File: config.mk
export PLATFORM = sky130hd
export DESIGN_NAME = mycpu_mem_stage
export DESIGN_NICKNAME = d
export VERILOG_FILES = /design/src/rtl/mycpu_pkg.sv /design/src/rtl/mycpu_mem_align.sv /design/src/rtl/mycpu_mem_stage.sv
export SDC_FILE = /design/constraint.sdc
export NUM_CORES = 1
export LEC_CHECK = 0
export BUFFER_PORTS_ARGS = -buffer_cell sky130_fd_sc_hd__buf_4
export CAP_MARGIN = 20
export CORE_MARGIN = 5
export CORE_UTILIZATION = 49
export CTS_CLUSTER_DIAMETER = 60
export DETAILED_ROUTE_END_ITERATION = 7
export HOLD_SLACK_MARGIN = 0.03
export MAX_ROUTING_LAYER = met4
export PLACE_DENSITY = 0.86
export SLEW_MARGIN = 10
export SYNTH_ARGS = -nofsm -noshare
export SYNTH_HDL_FRONTEND = slang
export SYNTH_HIERARCHICAL = 1
export SYNTH_SLANG_ARGS = --single-unit
File: constraint.sdc
create_clock -name i_clk -period 3.01 [get_ports i_clk]
set_input_delay 0.301 -clock i_clk [delete_from_list [all_inputs] [get_ports i_clk]]
set_output_delay 0.301 -clock i_clk [all_outputs]
set_load 0.01 [all_outputs]
File: src/rtl/mycpu_pkg.sv
// mycpu_pkg: shared definitions for the MEM stage.
//   - MEMOP_* codes carried from EX
//   - SIZE_* codes on the data bus
//   - mem-stage FSM state type
//   - small memop decode helpers, used by the stage and the aligner
package mycpu_pkg;

    localparam logic [3:0] MEMOP_NONE = 4'd0;
    localparam logic [3:0] MEMOP_LB   = 4'd1;
    localparam logic [3:0] MEMOP_LBU  = 4'd2;
    localparam logic [3:0] MEMOP_LH   = 4'd3;
    localparam logic [3:0] MEMOP_LHU  = 4'd4;
    localparam logic [3:0] MEMOP_LW   = 4'd5;
    localparam logic [3:0] MEMOP_SB   = 4'd6;
    localparam logic [3:0] MEMOP_SH   = 4'd7;
    localparam logic [3:0] MEMOP_SW   = 4'd8;

    localparam logic [1:0] SIZE_BYTE = 2'd0;
    localparam logic [1:0] SIZE_HALF = 2'd1;
    localparam logic [1:0] SIZE_WORD = 2'd2;

    typedef enum logic [1:0] {
        StEmpty,
        StReq,
        StWait,
        StDone
    } mem_state_e;

    // Codes 9..15 fall through as NONE.
    function automatic logic memop_is_load(input logic [3:0] memop);
        return (memop >= MEMOP_LB) && (memop <= MEMOP_LW);
    endfunction

    function automatic logic memop_is_store(input logic [3:0] memop);
        return (memop >= MEMOP_SB) && (memop <= MEMOP_SW);
    endfunction

    function automatic logic [1:0] memop_size(input logic [3:0] memop);
        logic [1:0] size;
        case (memop)
            MEMOP_LB, MEMOP_LBU, MEMOP_SB: size = SIZE_BYTE;
            MEMOP_LH, MEMOP_LHU, MEMOP_SH: size = SIZE_HALF;
            default:                       size = SIZE_WORD;
        endcase
        return size;
    endfunction

    function automatic logic memop_misaligned(input logic [3:0] memop, input logic [1:0] addr_lo);
        logic mis;
        mis = 1'b0;
        if (memop_is_load(memop) || memop_is_store(memop)) begin
            case (memop_size(memop))
                SIZE_HALF: mis = addr_lo[0];
                SIZE_WORD: mis = (addr_lo != 2'b00);
                default:   mis = 1'b0;
            endcase
        end
        return mis;
    endfunction

endpackage

File: src/rtl/mycpu_mem_align.sv
// mycpu_mem_align: combinational byte-lane steering for the MEM stage.
// Ports:
//   i_addr_lo     low address bits selecting the byte lane
//   i_memop       memop code
//   i_store_data  rt value for stores
//   i_rdata       full-word read data from the bus
//   o_is_load     memop is a load
//   o_is_store    memop is a store
//   o_misaligned  access violates natural alignment
//   o_size        bus size code
//   o_wstrb       byte write strobes (zero for non-stores)
//   o_wdata       lane-replicated store data
//   o_load_data   extended load result
module mycpu_mem_align
    import mycpu_pkg::*;
#(
    parameter int unsigned MEMOP_W = 4
) (
    input  logic [1:0]         i_addr_lo,
    input  logic [MEMOP_W-1:0] i_memop,
    input  logic [31:0]        i_store_data,
    input  logic [31:0]        i_rdata,
    output logic               o_is_load,
    output logic               o_is_store,
    output logic               o_misaligned,
    output logic [1:0]         o_size,
    output logic [3:0]         o_wstrb,
    output logic [31:0]        o_wdata,
    output logic [31:0]        o_load_data
);

    logic [7:0]  w_byte;
    logic [15:0] w_half;

    always_comb begin
        o_is_load    = memop_is_load(i_memop);
        o_is_store   = memop_is_store(i_memop);
        o_misaligned = memop_misaligned(i_memop, i_addr_lo);
        o_size       = memop_size(i_memop);
    end

    // Store side: replicate data across lanes; strobes pick the live lanes.
    always_comb begin
        o_wstrb = 4'b0000;
        o_wdata = i_store_data;
        case (i_memop)
            MEMOP_SB: begin
                o_wstrb = 4'b0001 << i_addr_lo;
                o_wdata = {4{i_store_data[7:0]}};
            end
            MEMOP_SH: begin
                o_wstrb = i_addr_lo[1] ? 4'b1100 : 4'b0011;
                o_wdata = {2{i_store_data[15:0]}};
            end
            MEMOP_SW: begin
                o_wstrb = 4'b1111;
                o_wdata = i_store_data;
            end
            default: begin
                o_wstrb = 4'b0000;
                o_wdata = i_store_data;
            end
        endcase
    end

    // Load side: bus returns the whole word, so pick the lane by address.
    always_comb begin
        case (i_addr_lo)
            2'd0:    w_byte = i_rdata[7:0];
            2'd1:    w_byte = i_rdata[15:8];
            2'd2:    w_byte = i_rdata[23:16];
            default: w_byte = i_rdata[31:24];
        endcase
        w_half = i_addr_lo[1] ? i_rdata[31:16] : i_rdata[15:0];

        case (i_memop)
            MEMOP_LB:  o_load_data = {{24{w_byte[7]}}, w_byte};
            MEMOP_LBU: o_load_data = {24'b0, w_byte};
            MEMOP_LH:  o_load_data = {{16{w_half[15]}}, w_half};
            MEMOP_LHU: o_load_data = {16'b0, w_half};
            default:   o_load_data = i_rdata;
        endcase
    end

endmodule

File: src/rtl/mycpu_mem_stage.sv
// mycpu_mem_stage: memory-access pipeline stage between EX and WB.
// Captures one op from EX, issues it on a req/addr_ok/data_ok data bus,
// aligns and extends load data, and holds a single result for WB.
// Ports:
//   i_clk, i_reset                 clock, synchronous active-high reset
//   i_ex_valid / o_mem_allowin     EX -> MEM handshake
//   i_ex_result, i_ex_store_data   address or pass-through value, store data
//   i_ex_memop, i_ex_dest, i_ex_wen
//   o_data_*                       request side of the data bus
//   i_data_addr_ok, i_data_rdata, i_data_data_ok   response side of the bus
//   i_wb_allowin / o_mem_valid     MEM -> WB handshake
//   o_mem_result, o_mem_dest, o_mem_wen, o_mem_adel, o_mem_ades  WB payload
module mycpu_mem_stage
    import mycpu_pkg::*;
#(
    parameter int unsigned DEST_W  = 5,
    parameter int unsigned MEMOP_W = 4
) (
    input  logic               i_clk,
    input  logic               i_reset,
    input  logic               i_ex_valid,
    output logic               o_mem_allowin,
    input  logic [31:0]        i_ex_result,
    input  logic [31:0]        i_ex_store_data,
    input  logic [MEMOP_W-1:0] i_ex_memop,
    input  logic [DEST_W-1:0]  i_ex_dest,
    input  logic               i_ex_wen,
    output logic               o_data_req,
    output logic               o_data_wr,
    output logic [1:0]         o_data_size,
    output logic [31:0]        o_data_addr,
    output logic [3:0]         o_data_wstrb,
    output logic [31:0]        o_data_wdata,
    input  logic               i_data_addr_ok,
    input  logic [31:0]        i_data_rdata,
    input  logic               i_data_data_ok,
    input  logic               i_wb_allowin,
    output logic               o_mem_valid,
    output logic [31:0]        o_mem_result,
    output logic [DEST_W-1:0]  o_mem_dest,
    output logic               o_mem_wen,
    output logic               o_mem_adel,
    output logic               o_mem_ades
);

    mem_state_e         r_state;
    mem_state_e         w_state_d;
    logic [31:0]        r_addr;
    logic [MEMOP_W-1:0] r_memop;
    logic [31:0]        r_store_data;
    logic [31:0]        r_result;
    logic [DEST_W-1:0]  r_dest;
    logic               r_wen;
    logic               r_adel;
    logic               r_ades;

    logic        w_capture;
    logic        w_ex_is_load;
    logic        w_ex_is_store;
    logic        w_ex_mis;
    logic        w_data_done;
    logic        w_is_load;
    logic        w_is_store;
    logic        w_misaligned;
    logic [1:0]  w_size;
    logic [3:0]  w_wstrb;
    logic [31:0] w_wdata;
    logic [31:0] w_load_data;

    // Bus-side steering works from the captured op so the request stays stable.
    mycpu_mem_align #(
        .MEMOP_W (MEMOP_W)
    ) u_align (
        .i_addr_lo    (r_addr[1:0]),
        .i_memop      (r_memop),
        .i_store_data (r_store_data),
        .i_rdata      (i_data_rdata),
        .o_is_load    (w_is_load),
        .o_is_store   (w_is_store),
        .o_misaligned (w_misaligned),
        .o_size       (w_size),
        .o_wstrb      (w_wstrb),
        .o_wdata      (w_wdata),
        .o_load_data  (w_load_data)
    );

    // Capture-time classification decides between issuing and skipping the bus.
    always_comb begin
        w_ex_is_load  = memop_is_load(i_ex_memop);
        w_ex_is_store = memop_is_store(i_ex_memop);
        w_ex_mis      = memop_misaligned(i_ex_memop, i_ex_result[1:0]);
    end

    always_comb begin
        o_mem_allowin = (r_state == StEmpty) || ((r_state == StDone) && i_wb_allowin);
        w_capture     = i_ex_valid && o_mem_allowin;
        w_data_done   = ((r_state == StReq) && i_data_addr_ok && i_data_data_ok) ||
                        ((r_state == StWait) && i_data_data_ok);
    end

    always_comb begin
        w_state_d = r_state;
        case (r_state)
            StEmpty, StDone: begin
                if (w_capture) begin
                    if ((w_ex_is_load || w_ex_is_store) && !w_ex_mis) begin
                        w_state_d = StReq;
                    end else begin
                        w_state_d = StDone;
                    end
                end else if ((r_state == StDone) && i_wb_allowin) begin
                    w_state_d = StEmpty;
                end
            end
            StReq: begin
                if (i_data_addr_ok) begin
                    w_state_d = i_data_data_ok ? StDone : StWait;
                end
            end
            StWait: begin
                if (i_data_data_ok) begin
                    w_state_d = StDone;
                end
            end
            default: w_state_d = StEmpty;
        endcase
    end

    always_ff @(posedge i_clk) begin
        if (i_reset) begin
            r_state      <= StEmpty;
            r_addr       <= '0;
            r_memop      <= '0;
            r_store_data <= '0;
            r_result     <= '0;
            r_dest       <= '0;
            r_wen        <= 1'b0;
            r_adel       <= 1'b0;
            r_ades       <= 1'b0;
        end else begin
            r_state <= w_state_d;
            if (w_capture) begin
                r_addr       <= i_ex_result;
                r_memop      <= i_ex_memop;
                r_store_data <= i_ex_store_data;
                // Pass-through value, store address or faulting address.
                r_result     <= i_ex_result;
                r_dest       <= i_ex_dest;
                r_wen        <= i_ex_wen && !w_ex_mis;
                r_adel       <= w_ex_mis && w_ex_is_load;
                r_ades       <= w_ex_mis && w_ex_is_store;
            end else if (w_data_done && w_is_load) begin
                r_result <= w_load_data;
            end
        end
    end

    // Misaligned ops never reach StReq; the gate only guards against corruption.
    always_comb begin
        o_data_req   = (r_state == StReq) && !w_misaligned;
        o_data_wr    = w_is_store;
        o_data_size  = w_size;
        o_data_addr  = r_addr;
        o_data_wstrb = w_wstrb;
        o_data_wdata = w_wdata;
        o_mem_valid  = (r_state == StDone);
        o_mem_result = r_result;
        o_mem_dest   = r_dest;
        o_mem_wen    = r_wen;
        o_mem_adel   = r_adel;
        o_mem_ades   = r_ades;
    end

endmodule

==> results of run 1 <==
report_power, final:
| group | internal [mW] | switching (mW) | total [mW] |
|---|---|---|---|
| clock | 0.665 | 0.572 | 1.24 |
| combinational | 1.08 | 1.35 | 2.43 |
| sequential | 1.74 | 0.202 | 1.94 |
sequential cells by signal, indices dropped and copies added, names as in the netlist:
signal        cells
o_mem_result     32
o_mem_wen         1
r_state           2
o_mem_ades        1
o_mem_adel        1
r_store_data     32
r_memop           4
o_mem_dest        5
o_data_addr      32
critical path, stage by stage (launching register included):
cell,delay (ps)
dfxtp_1,650
nand3_1,160
nor2_1,580
mux2_2,420
buf_4,150
per-stage QoR:
stage / hold slack [ps] / total power [mW]
2_1_floorplan: 404 / 3.48
3_3_place_gp: 442 / 4.34
3_5_place_dp: 447 / 4.39
4_1_cts: 184 / 5.63
5_1_grt: 198 / 5.95
6_report: 195 / 5.61
cell families (layout without fill, tap and decap cells):
group | after synthesis | after routing | share of synthesized area
compound gates | 193 | 193 | 0.212
xor+xnor | 1 | 1 | 0.00151
fa+ha+maj | 4 | 4 | 0.00862
buf+inv | 82 | 265 | 0.0763
flops | 110 | 110 | 0.379
mux | 57 | 57 | 0.117
simple gates | 281 | 281 | 0.206
routing by layer:
layer / vias up / GRT usage / share of wire
li1: 2885 / - / -
met1: 2742 / 0.348 / 0.43
met2: 260 / 0.409 / 0.47
met3: 36 / 0.0469 / 0.072
met4: 0 / 0.0927 / 0.031
met5: - / - / 0
how the worst max path moves through the flow:
stage | to | slack [ps] | cells past startpoint
4_1_cts | o_data_wdata[10] | 430 | 4
5_1_grt | o_data_wdata[10] | 260 | 4
6_report | o_data_wdata[9] | 410 | 4
3_5_place_dp | o_mem_result[11] | 710 | 7
3_3_place_gp | o_mem_result[1] | 780 | 6
2_1_floorplan | o_mem_result[26] | 820 | 9
final cells by class:
class | count | area [sq um] | share of cell area
Clock buffer | 10 | 229 | 0.0297
Clock inverter | 6 | 77.6 | 0.0100
Inverter | 10 | 37.5 | 0.00486
Multi-Input combinational cell | 536 | 3180 | 0.412
Sequential cell | 110 | 2200 | 0.285
Tap cell | 143 | 179 | 0.0232
Timing Repair Buffer | 239 | 1820 | 0.236
cell usage in the layout (no fill, tap or decap), types with 3 or more instances in the layout:
master	instances
buf_4	237
nand2_1	195
dfxtp_1	110
a21oi_1	79
nor2_1	42
mux2i_1	41
a211oi_1	35
o21ai_0	24
a21o_1	16
nand3_1	10
inv_1	9
a2bb2oi_1	9
clkbuf_16	9
mux2_2	8
and3_1	7
a221o_1	6
mux4_1	5
nand4_1	4
ha_1	4
o221ai_1	3
nand3b_1	3
o211ai_1	3
==> key figures, run 1 <==
Layout
  – Finished Cell Area: 0.00772 sq mm
  – Non-filler cells, final: 1054
  – Area Overhead vs Synth: 33.0%
  – Post-Route Utilization: 0.671
  – Number of diodes: 0
  – Nets: 1022
  – FILL cells: 994
  – Layout cells sized above 1: 0.304

Worst setup path
  – CP Launch Point: r_memop[1]
  – R2r setup slk: 650 ps
  – Cell count of the worst reg-to-reg path: 6
  – Worst setup SP type: flip-flop
  – WP data required: 2710 ps
  – Worst path arrival time: 2300 ps
  – Reg2reg end: o_mem_result[4]
  – Crit Reg-Reg Startpoint: r_memop[2]
  – CP Class: reg2out
  – CP max FO: 17
  – CP endpoint kind: output port

Logic synthesis
  – Mapped Cells: 728
  – Yosys reg bits: 110
  – Mean Syn Cell Area: 7.98 sq um
  – Post-synth top flop: dfxtp_1
  – Seq/Total Area, Yosys: 0.379
  – Top cell type's share of synthesized area: 0.379
  – Most instantiated library cell after synthesis: nand2_1
  – Top cells by count, synth: nand2_1, dfxtp_1, a21oi_1
  – Ys Warns: 6
  – Area leader, netlist: dfxtp_1
  – Post-synth EDFFs: 0
  – Mapped Nets: 844
  – Asr flop ratio synth: 0
  – Synth top area cells: dfxtp_1, nand2_1, mux2i_1
  – Cell variety after synth: 60
  – Post-synth design cell area: 0.00581 sq mm

Clock tree
  – TritonCTS clock tree: yes
  – Longest Clk Path Bufs: 2
  – Later-pin clock latency in the skew report: 350 ps
  – Root buf cell: clkbuf_16
  – CTS clk-pin slew, worst paths: 80 ps
  – Clock tree sinks: 110
  – H-Tree Depth: 3
  – Post-CTS Setup Bufs: 0
  – TritonCTS Buffers: 9
  – Cts repair resizes: 0
  – Post-cts hold buffer count: 0

Placed design
  – Final HPWL DP: 13.9 mm
  – Port Buffers: 225
  – Post-DP Area: 0.00742 sq mm
  – GPL Wtd Cong: 0.953
  – # placed instances: 1038
  – Pre-CTS setup slack: 709 ps

Timing
  – Worst Skew: 5.32 ps
  – Hold Vio Cnt, Final: 0
  – Final Cycle Share: 0.864
  – RSZ-0062 raised after global routing: no
  – Post-route setup slack: 409 ps
  – Setup_tns: 0 ps
  – Endpoints failing setup: 0
  – Slew @ Worst Pin: 956 ps
  – Slew HR: 0.363
  – Final count of pins violating max slew: 0
  – Min Tclk post-route: 2600 ps
  – F_max: 0.384 GHz

Global routing
  – Vias in the first global route: 5637
  – GRT overflow: 0
  – Largest net degree at the start of global routing: 90
  – Total track usage: 0.264
  – First-pass GRT wire length: 29.7 mm
  – Initial antenna violation count: 0

Power and ir drop
  – P_leak: 3.39 nW
  – Peak VDD IR: 386 uV
  – Pwr dens: 726 mW/mm^2

Floorplanning
  – Initial Util: 0.504
  – Core Area: 0.0115 sq mm
  – IO Count: 226
  – DIE WIDTH: 119 um
  – Die height: 119 um
  – Die area: 0.0141 sq mm
  – FP Rows: 39

Min path
  – Hold Path Origin: i_ex_store_data[31]
  – Hold crit path type: in2reg
  – Hold Crit Endpoint: r_store_data[31]
  – Worst Hold Depth: 3

Route
  – Via count: 5923
  – Routed length per instance: 17.9 um
  – Total routed wirelength: 18.8 mm
  – Detailed Route Iter0 Violations: 589
  – Via density per instance: 5.62
  – Residual DRC: 0
  – Drt first pass iters: 5
  – Final antenna-violating net count: 0

Job
  – Maxcap violations: 0

Status
  – Run status: finished, final reports clean
(Power assumes the default switching activity.)
==> run 2, diff against run 1 <==
--- a/config.mk
+++ b/config.mk
@@ -5,15 +5,17 @@
 export SDC_FILE = /design/constraint.sdc
 export NUM_CORES = 1
 export LEC_CHECK = 0
+export ABC_AREA = 1
 export BUFFER_PORTS_ARGS = -buffer_cell sky130_fd_sc_hd__buf_4
 export CAP_MARGIN = 20
 export CORE_MARGIN = 5
 export CORE_UTILIZATION = 49
 export CTS_CLUSTER_DIAMETER = 60
 export DETAILED_ROUTE_END_ITERATION = 7
+export GPL_TIMING_DRIVEN = 1
 export HOLD_SLACK_MARGIN = 0.03
 export MAX_ROUTING_LAYER = met4
-export PLACE_DENSITY = 0.86
+export PLACE_DENSITY = 0.87
 export SLEW_MARGIN = 10
 export SYNTH_ARGS = -nofsm -noshare
 export SYNTH_HDL_FRONTEND = slang
==> key figures, run 2 <==
Status
  – Run status: finished, final reports clean

Power and ir drop
  – Comb power frac: 0.463 (+0.029)
  – P_sw: 2.35 mW (+10%)
  – Seq pwr share: 0.352 (+0.006)
  – Peak VDD IR: 431 uV (+12%)
  – Internal power: 3.49 mW (+0.38%)
  – Power Total: 5.84 mW (+4.2%)
  – Pwr dens: 789 mW/mm^2 (+8.7%)
  – Clock network power share: 0.185 (-0.035)
  – Sw Ratio: 0.402 (+0.0228)
  – P_leak: 3.61 nW (+6.6%)

Timing
  – Slew @ Worst Pin: 672 ps (-284 ps)
  – Setup_tns: 0 ps (unchanged)
  – Slew HR: 0.552 (+0.189)
  – Hold Vio Cnt, Final: 0 (unchanged)
  – Endpoints failing setup: 0 (unchanged)
  – Final Cycle Share: 0.778 (-0.0862)
  – Worst Skew: 8.40 ps (+3.07 ps)
  – Min Tclk post-route: 2340 ps (-260 ps)
  – RSZ-0062 raised after global routing: no
  – Final count of pins violating max slew: 0 (unchanged)
  – F_max: 0.427 GHz (+11%)

Clock tree
  – CTS clk-pin slew, worst paths: 70 ps (about the same)
  – Longest Clk Path Bufs: 2 (unchanged)
  – TritonCTS Buffers: 9 (unchanged)
  – Later-pin clock latency in the skew report: 350 ps (about the same)
  – Post-cts hold buffer count: 0 (unchanged)
  – Cts repair resizes: 0 (unchanged)
  – Clock tree sinks: 110 (unchanged)
  – Root buf cell: clkbuf_16
  – TritonCTS clock tree: yes
  – Post-CTS Setup Bufs: 0 (unchanged)
  – H-Tree Depth: 3 (unchanged)

Worst setup path
  – Worst setup SP type: flip-flop
  – Worst path cell trace: nand2_1 -> inv_2 -> nand2_1 -> nand3_1 -> nand2_1 -> a21oi_1 -> nor2_1 -> buf_4
  – Most common cell on crit path: nand2_1
  – CP endpoint kind: output port
  – WP data required: 2710 ps (about the same)
  – Reg2reg end: o_mem_result[24]
  – CP Class: reg2out
  – Largest stage delay, worst path: 460 ps (-190 ps)
  – CP Launch Point: r_memop[1]
  – CP max FO: 11 (-6)
  – Cell count of the worst reg-to-reg path: 7 (+1)
  – R2r setup slk: 810 ps (+160 ps)
  – Worst path arrival time: 2040 ps (-260 ps)
  – Crit Reg-Reg Startpoint: o_data_addr[1]
  – Critical-path top delay cell: dfxtp_1
  – Critical Path End: o_data_req

Layout
  – Area Overhead vs Synth: 32.8% (about the same)
  – Nets: 1133 (+11%)
  – Post-Route Utilization: 0.657 (-0.0137)
  – Layout cells sized above 1: 0.260 (-0.0438)
  – Non-filler cells, final: 1165 (+11%)
  – Number of diodes: 0 (unchanged)
  – Most common cell after layout, fill and taps aside: nand2_1
  – Most frequent cells in the layout: nand2_1, buf_4, nor2_1

Logic synthesis
  – Yosys reg bits: 110 (unchanged)
  – Seq/Total Area, Yosys: 0.395 (+0.0159)
  – Mapped Nets: 950 (+13%)
  – Synth top area cells: dfxtp_1, nand2_1, nor2_1
  – Mapped Cells: 834 (+15%)
  – Cell variety after synth: 32 (-47%)
  – Post-synth top flop: dfxtp_1
  – XOR/XNOR Fraction of Synth Area: 0 (-0.00151)
  – Most instantiated library cell after synthesis: nand2_1
  – Post-synth design cell area: 0.00557 sq mm (-4.0%)
  – Top cells by count, synth: nand2_1, nor2_1, dfxtp_1
  – Largest family of logic cells by synthesized area: simple AND/OR/NAND/NOR gates
  – Post-synth EDFFs: 0 (unchanged)
  – Mean Syn Cell Area: 6.68 sq um (-16%)
  – Ys Warns: 6 (unchanged)
  – Adder-cell share of the synthesized area: 0.00898 (+0.000362)
  – Post-Synth Simple-Gate Area: 0.321 (+0.115)
  – Compound-Gate Fraction of Synth Area: 0.182 (-0.0291)
  – Asr flop ratio synth: 0 (unchanged)
  – Mux cell area share after synthesis: 0.00180 (-0.115)
  – Top cell type's share of synthesized area: 0.395 (+0.0159)
  – Area leader, netlist: dfxtp_1

Global routing
  – First-pass GRT wire length: 28.4 mm (-4.3%)
  – Initial antenna violation count: 0 (unchanged)
  – Vias in the first global route: 5749 (+2.0%)
  – Total track usage: 0.268 (+0.00413)
  – GRT overflow: 0 (unchanged)
  – Largest net degree at the start of global routing: 67 (-26%)

Route
  – Total routed wirelength: 18.1 mm (-3.7%)
  – Via count: 6188 (+4.5%)
  – Via density per instance: 5.31 (-5.5%)
  – Detailed Route Iter0 Violations: 640 (+8.7%)
  – Routed length per instance: 15.6 um (-13%)
  – Residual DRC: 0 (unchanged)
  – Final antenna-violating net count: 0 (unchanged)
  – Drt first pass iters: 5 (unchanged)

Floorplanning
  – DIE WIDTH: 117 um (-1.9%)
  – IO Count: 226 (unchanged)
  – FP Rows: 39 (unchanged)
  – Core Area: 0.0113 sq mm (-2.1%)
  – Die area: 0.0136 sq mm (-3.7%)
  – Die height: 117 um (-1.9%)
  – Initial Util: 0.495 (-0.00984)

Job
  – Maxcap violations: 0 (unchanged)

Min path
  – Hold crit path type: in2reg

Placed design
  – Final HPWL DP: 13.1 mm (-5.5%)
  – Port Buffers: 225 (unchanged)
  – GPL Wtd Cong: 0.895 (-6.0%)
  – # placed instances: 1149 (+11%)
run 2: area by class of cell:
cell class,count,area [sq um]
Inverter,38,143
Tap cell,143,179
Clock buffer,13,240
Fill cell,1007,3870
Clock inverter,3,21.3
Timing Repair Buffer,232,1750
Sequential cell,110,2200
Multi-Input combinational cell,626,2870
run 2: through the flow:
| stage | instance area [sq um] | setup WS (ps) | hold slack, ps |
|---|---|---|---|
| after floorplan | 5570 | 1500 | 429 |
| after global placement | 7140 | 940 | 453 |
| after detailed placement | 7140 | 838 | 458 |
| after CTS | 7400 | 668 | 182 |
| after global routing | 7400 | 489 | 189 |
| final | 7400 | 668 | 190 |
run 2: cell families (layout without fill, tap and decap cells):
family          Yosys count  count (layout)
compound gates          185             185
fa+ha+maj                 4               4
buf+inv                  98             286
flops                   110             110
mux                       1               1
simple gates            436             436
run 2: power groups by stage:
stage,Clock (mW),Sequential [mW],Combinational [mW]
finish,1.08,2.06,2.70
global route,1.16,2.10,3.00
CTS,1.10,2.05,2.71
detailed placement,0,2.08,2.69
global placement,0,2.07,2.65
floorplan,0,2.15,1.64
run 2: worst max-delay path, delay by kind of cell, from the launching register on:
| family | cells | cell delay, ps |
|---|---|---|
| flip-flops | 1 | 460 |
| buffers and inverters | 2 | 230 |
| AND/OR/NAND/NOR | 5 | 860 |
| AO/OA/AOI/OAI | 1 | 140 |
run 2: worst min-delay path by stage:
stage	slack, ps	from	cells after the start	endpoint
after CTS	180	i_ex_store_data[29]	3	r_store_data[29]
after detailed placement	460	o_data_addr[11]	2	o_data_addr[11]
final	190	i_ex_store_data[29]	3	r_store_data[29]
after global routing	190	i_ex_store_data[29]	3	r_store_data[29]
after global placement	450	o_data_addr[27]	2	o_data_addr[27]
after floorplan	430	i_ex_memop[0]	2	r_memop[0]
run 2: routing by layer:
layer,GRT usage,vias to the layer above,wire (um)
met3,0.0404,33,1280
met5,-,-,0
met2,0.417,259,8600
met1,0.351,2798,7790
met4,0.104,0,470
li1,-,3098,-
==> run 3, diff against run 2 <==
--- a/config.mk
+++ b/config.mk
@@ -5,17 +5,17 @@
 export SDC_FILE = /design/constraint.sdc
 export NUM_CORES = 1
 export LEC_CHECK = 0
-export ABC_AREA = 1
+export ABC_AREA = 0
 export BUFFER_PORTS_ARGS = -buffer_cell sky130_fd_sc_hd__buf_4
 export CAP_MARGIN = 20
 export CORE_MARGIN = 5
-export CORE_UTILIZATION = 49
+export CORE_UTILIZATION = 45
 export CTS_CLUSTER_DIAMETER = 60
 export DETAILED_ROUTE_END_ITERATION = 7
 export GPL_TIMING_DRIVEN = 1
 export HOLD_SLACK_MARGIN = 0.03
 export MAX_ROUTING_LAYER = met4
-export PLACE_DENSITY = 0.87
+export PLACE_DENSITY = 0.84
 export SLEW_MARGIN = 10
 export SYNTH_ARGS = -nofsm -noshare
 export SYNTH_HDL_FRONTEND = slang
==> constraint.sdc (replaced) <==
create_clock -name i_clk -period 2.1 [get_ports i_clk]
set_input_delay 0.21 -clock i_clk [delete_from_list [all_inputs] [get_ports i_clk]]
set_output_delay 0.21 -clock i_clk [all_outputs]
set_load 0.01 [all_outputs]
==> key figures, run 3 (synthesized netlist as in run 1, its figures left out) <==
Global routing
  – GRT overflow: 0 (unchanged)
  – Total track usage: 0.254 (-0.0138)
  – Largest net degree at the start of global routing: 78 (+16%)
  – First-pass GRT wire length: 29.3 mm (+3.1%)
  – Vias in the first global route: 5704 (-0.78%)
  – Initial antenna violation count: 0 (unchanged)

Timing
  – Endpoints failing setup: 0 (unchanged)
  – Min Tclk post-route: 1980 ps
  – Final count of pins violating max slew: 0 (unchanged)
  – Slew HR: 0.574 (+0.0215)
  – Final Cycle Share: 0.944
  – Setup_tns: 0 ps (unchanged)
  – Hold Vio Cnt, Final: 0 (unchanged)
  – F_max: 0.505 GHz
  – Worst Skew: 10.4 ps (+1.97 ps)
  – RSZ-0062 raised after global routing: no
  – Slew @ Worst Pin: 639 ps (-32.2 ps)
  – Post-route setup slack: 118 ps (-550 ps)

Floorplanning
  – DIE WIDTH: 124 um (+6.0%)
  – FP Rows: 41 (+5.1%)
  – Die area: 0.0153 sq mm (+12%)
  – Core Area: 0.0126 sq mm (+12%)
  – Initial Util: 0.460 (-0.0343)
  – Die height: 124 um (+6.0%)
  – IO Count: 226 (unchanged)

Status
  – Run status: finished, final reports clean

Clock tree
  – Post-cts hold buffer count: 0 (unchanged)
  – H-Tree Depth: 3 (unchanged)
  – TritonCTS Buffers: 9 (unchanged)
  – TritonCTS clock tree: yes
  – Post-CTS Setup Bufs: 0 (unchanged)
  – Clock tree sinks: 110 (unchanged)
  – Longest Clk Path Bufs: 2 (unchanged)
  – Cts repair resizes: 0 (unchanged)
  – Root buf cell: clkbuf_16
  – Later-pin clock latency in the skew report: 360 ps (about the same)
  – CTS clk-pin slew, worst paths: 80 ps (about the same)

Worst setup path
  – CP Class: reg2out
  – Worst setup SP type: flip-flop
  – CP max FO: 9 (-2)
  – CP endpoint kind: output port
  – Worst path arrival time: 1770 ps (-270 ps)
  – Cell count of the worst reg-to-reg path: 6 (-1)
  – WP data required: 1890 ps (-820 ps)

Layout
  – FILL cells: 1117 (+11%)
  – Nets: 1033 (-8.8%)
  – Post-Route Utilization: 0.626 (-0.0314)
  – Number of diodes: 0 (unchanged)
  – Area Overhead vs Synth: 35.9%
  – FF/Latch Area: 0.00221 sq mm (+0.23%)
  – Area of the multi-input gates: 0.00320 sq mm (+12%)
  – Layout cells sized above 1: 0.322 (+0.0619)
  – Most common cell after layout, fill and taps aside: buf_4
  – Most frequent cells in the layout: buf_4, nand2_1, dfxtp_1

Min path
  – Worst Hold Depth: 3 (unchanged)
  – Hold crit path type: in2reg

Power and ir drop
  – Pwr dens: 1030 mW/mm^2 (+31%)
  – P_leak: 3.46 nW (-4.0%)
  – Peak VDD IR: 606 uV (+40%)

Placed design
  – Port Buffers: 225 (unchanged)
  – Final HPWL DP: 14.4 mm (+9.5%)
  – Pre-CTS setup slack: 100 ps (-738 ps)
  – GPL Wtd Cong: 0.966 (+7.9%)

Route
  – Detailed Route Iter0 Violations: 424 (-34%)
  – Final antenna-violating net count: 0 (unchanged)
  – Drt first pass iters: 5 (unchanged)
  – Residual DRC: 0 (unchanged)
  – Via count: 6004 (-3.0%)
  – Routed length per instance: 17.9 um (+15%)
  – Total routed wirelength: 19.6 mm (+8.2%)
  – Via density per instance: 5.49 (+3.3%)

Job
  – Maxcap violations: 0 (unchanged)
[run 3: cell count changes in the layout (fill, tap and decap cells not counted), sizes merged, moves of 10 or more]
cell and delta:
nand2 -67, a31oi -31, nand3 -39, a21oi +35
inv -25, buf +18, mux2i +40, mux2 +10
a211oi +35, a21o +16, nor2 -76, o211ai -10
o21ai -67
[run 3: cell type report]
cell class | count | area share
Multi-Input combinational cell | 536 | 0.405
Inverter | 10 | 0.00507
Timing Repair Buffer | 250 | 0.245
Clock buffer | 11 | 0.0295
Tap cell | 172 | 0.0273
Clock inverter | 5 | 0.00856
Sequential cell | 110 | 0.280
[run 3: per-stage QoR]
stage,cells,cell area (sq um),hold slack (ps),power [mW]
final,1094,7890,97.8,8.16
after global routing,1094,7890,94.8,8.63
after CTS,1094,7860,85.6,8.15
after detailed placement,1078,7560,447,6.39
after global placement,1078,7560,442,6.32
after floorplan,728,5810,313,4.99
[run 3: critical path, cell delays in order (launching register included)]
cell and delay, ps:
dfxtp_1 330, buf_4 170, inv_4 70, nand3_1 80, nor2_1 90, buf_4 180, mux2_2 360, buf_4 150
[run 3: worst paths after layout]
kind,startpoint,to,slack [ps]
setup / recovery,r_memop[3],o_data_wdata[11],120
hold / removal,i_ex_store_data[18],r_store_data[18],100
setup reg to reg,o_data_addr[0],o_mem_result[5],130
hold reg to reg,o_data_addr[7],o_data_addr[7],460
[run 3: layer usage]
layer,vias up,GRT usage,routed length [um]
met5,-,-,0
met4,0,0.119,796
met3,65,0.0627,1520
met2,252,0.380,9120
met1,2783,0.323,8180
li1,2904,-,-
[run 3: power breakdown]
group	internal, mW	switching (mW)
clock network	0.945	0.819
logic	1.62	2.02
registers	2.49	0.267
total	5.06	3.10
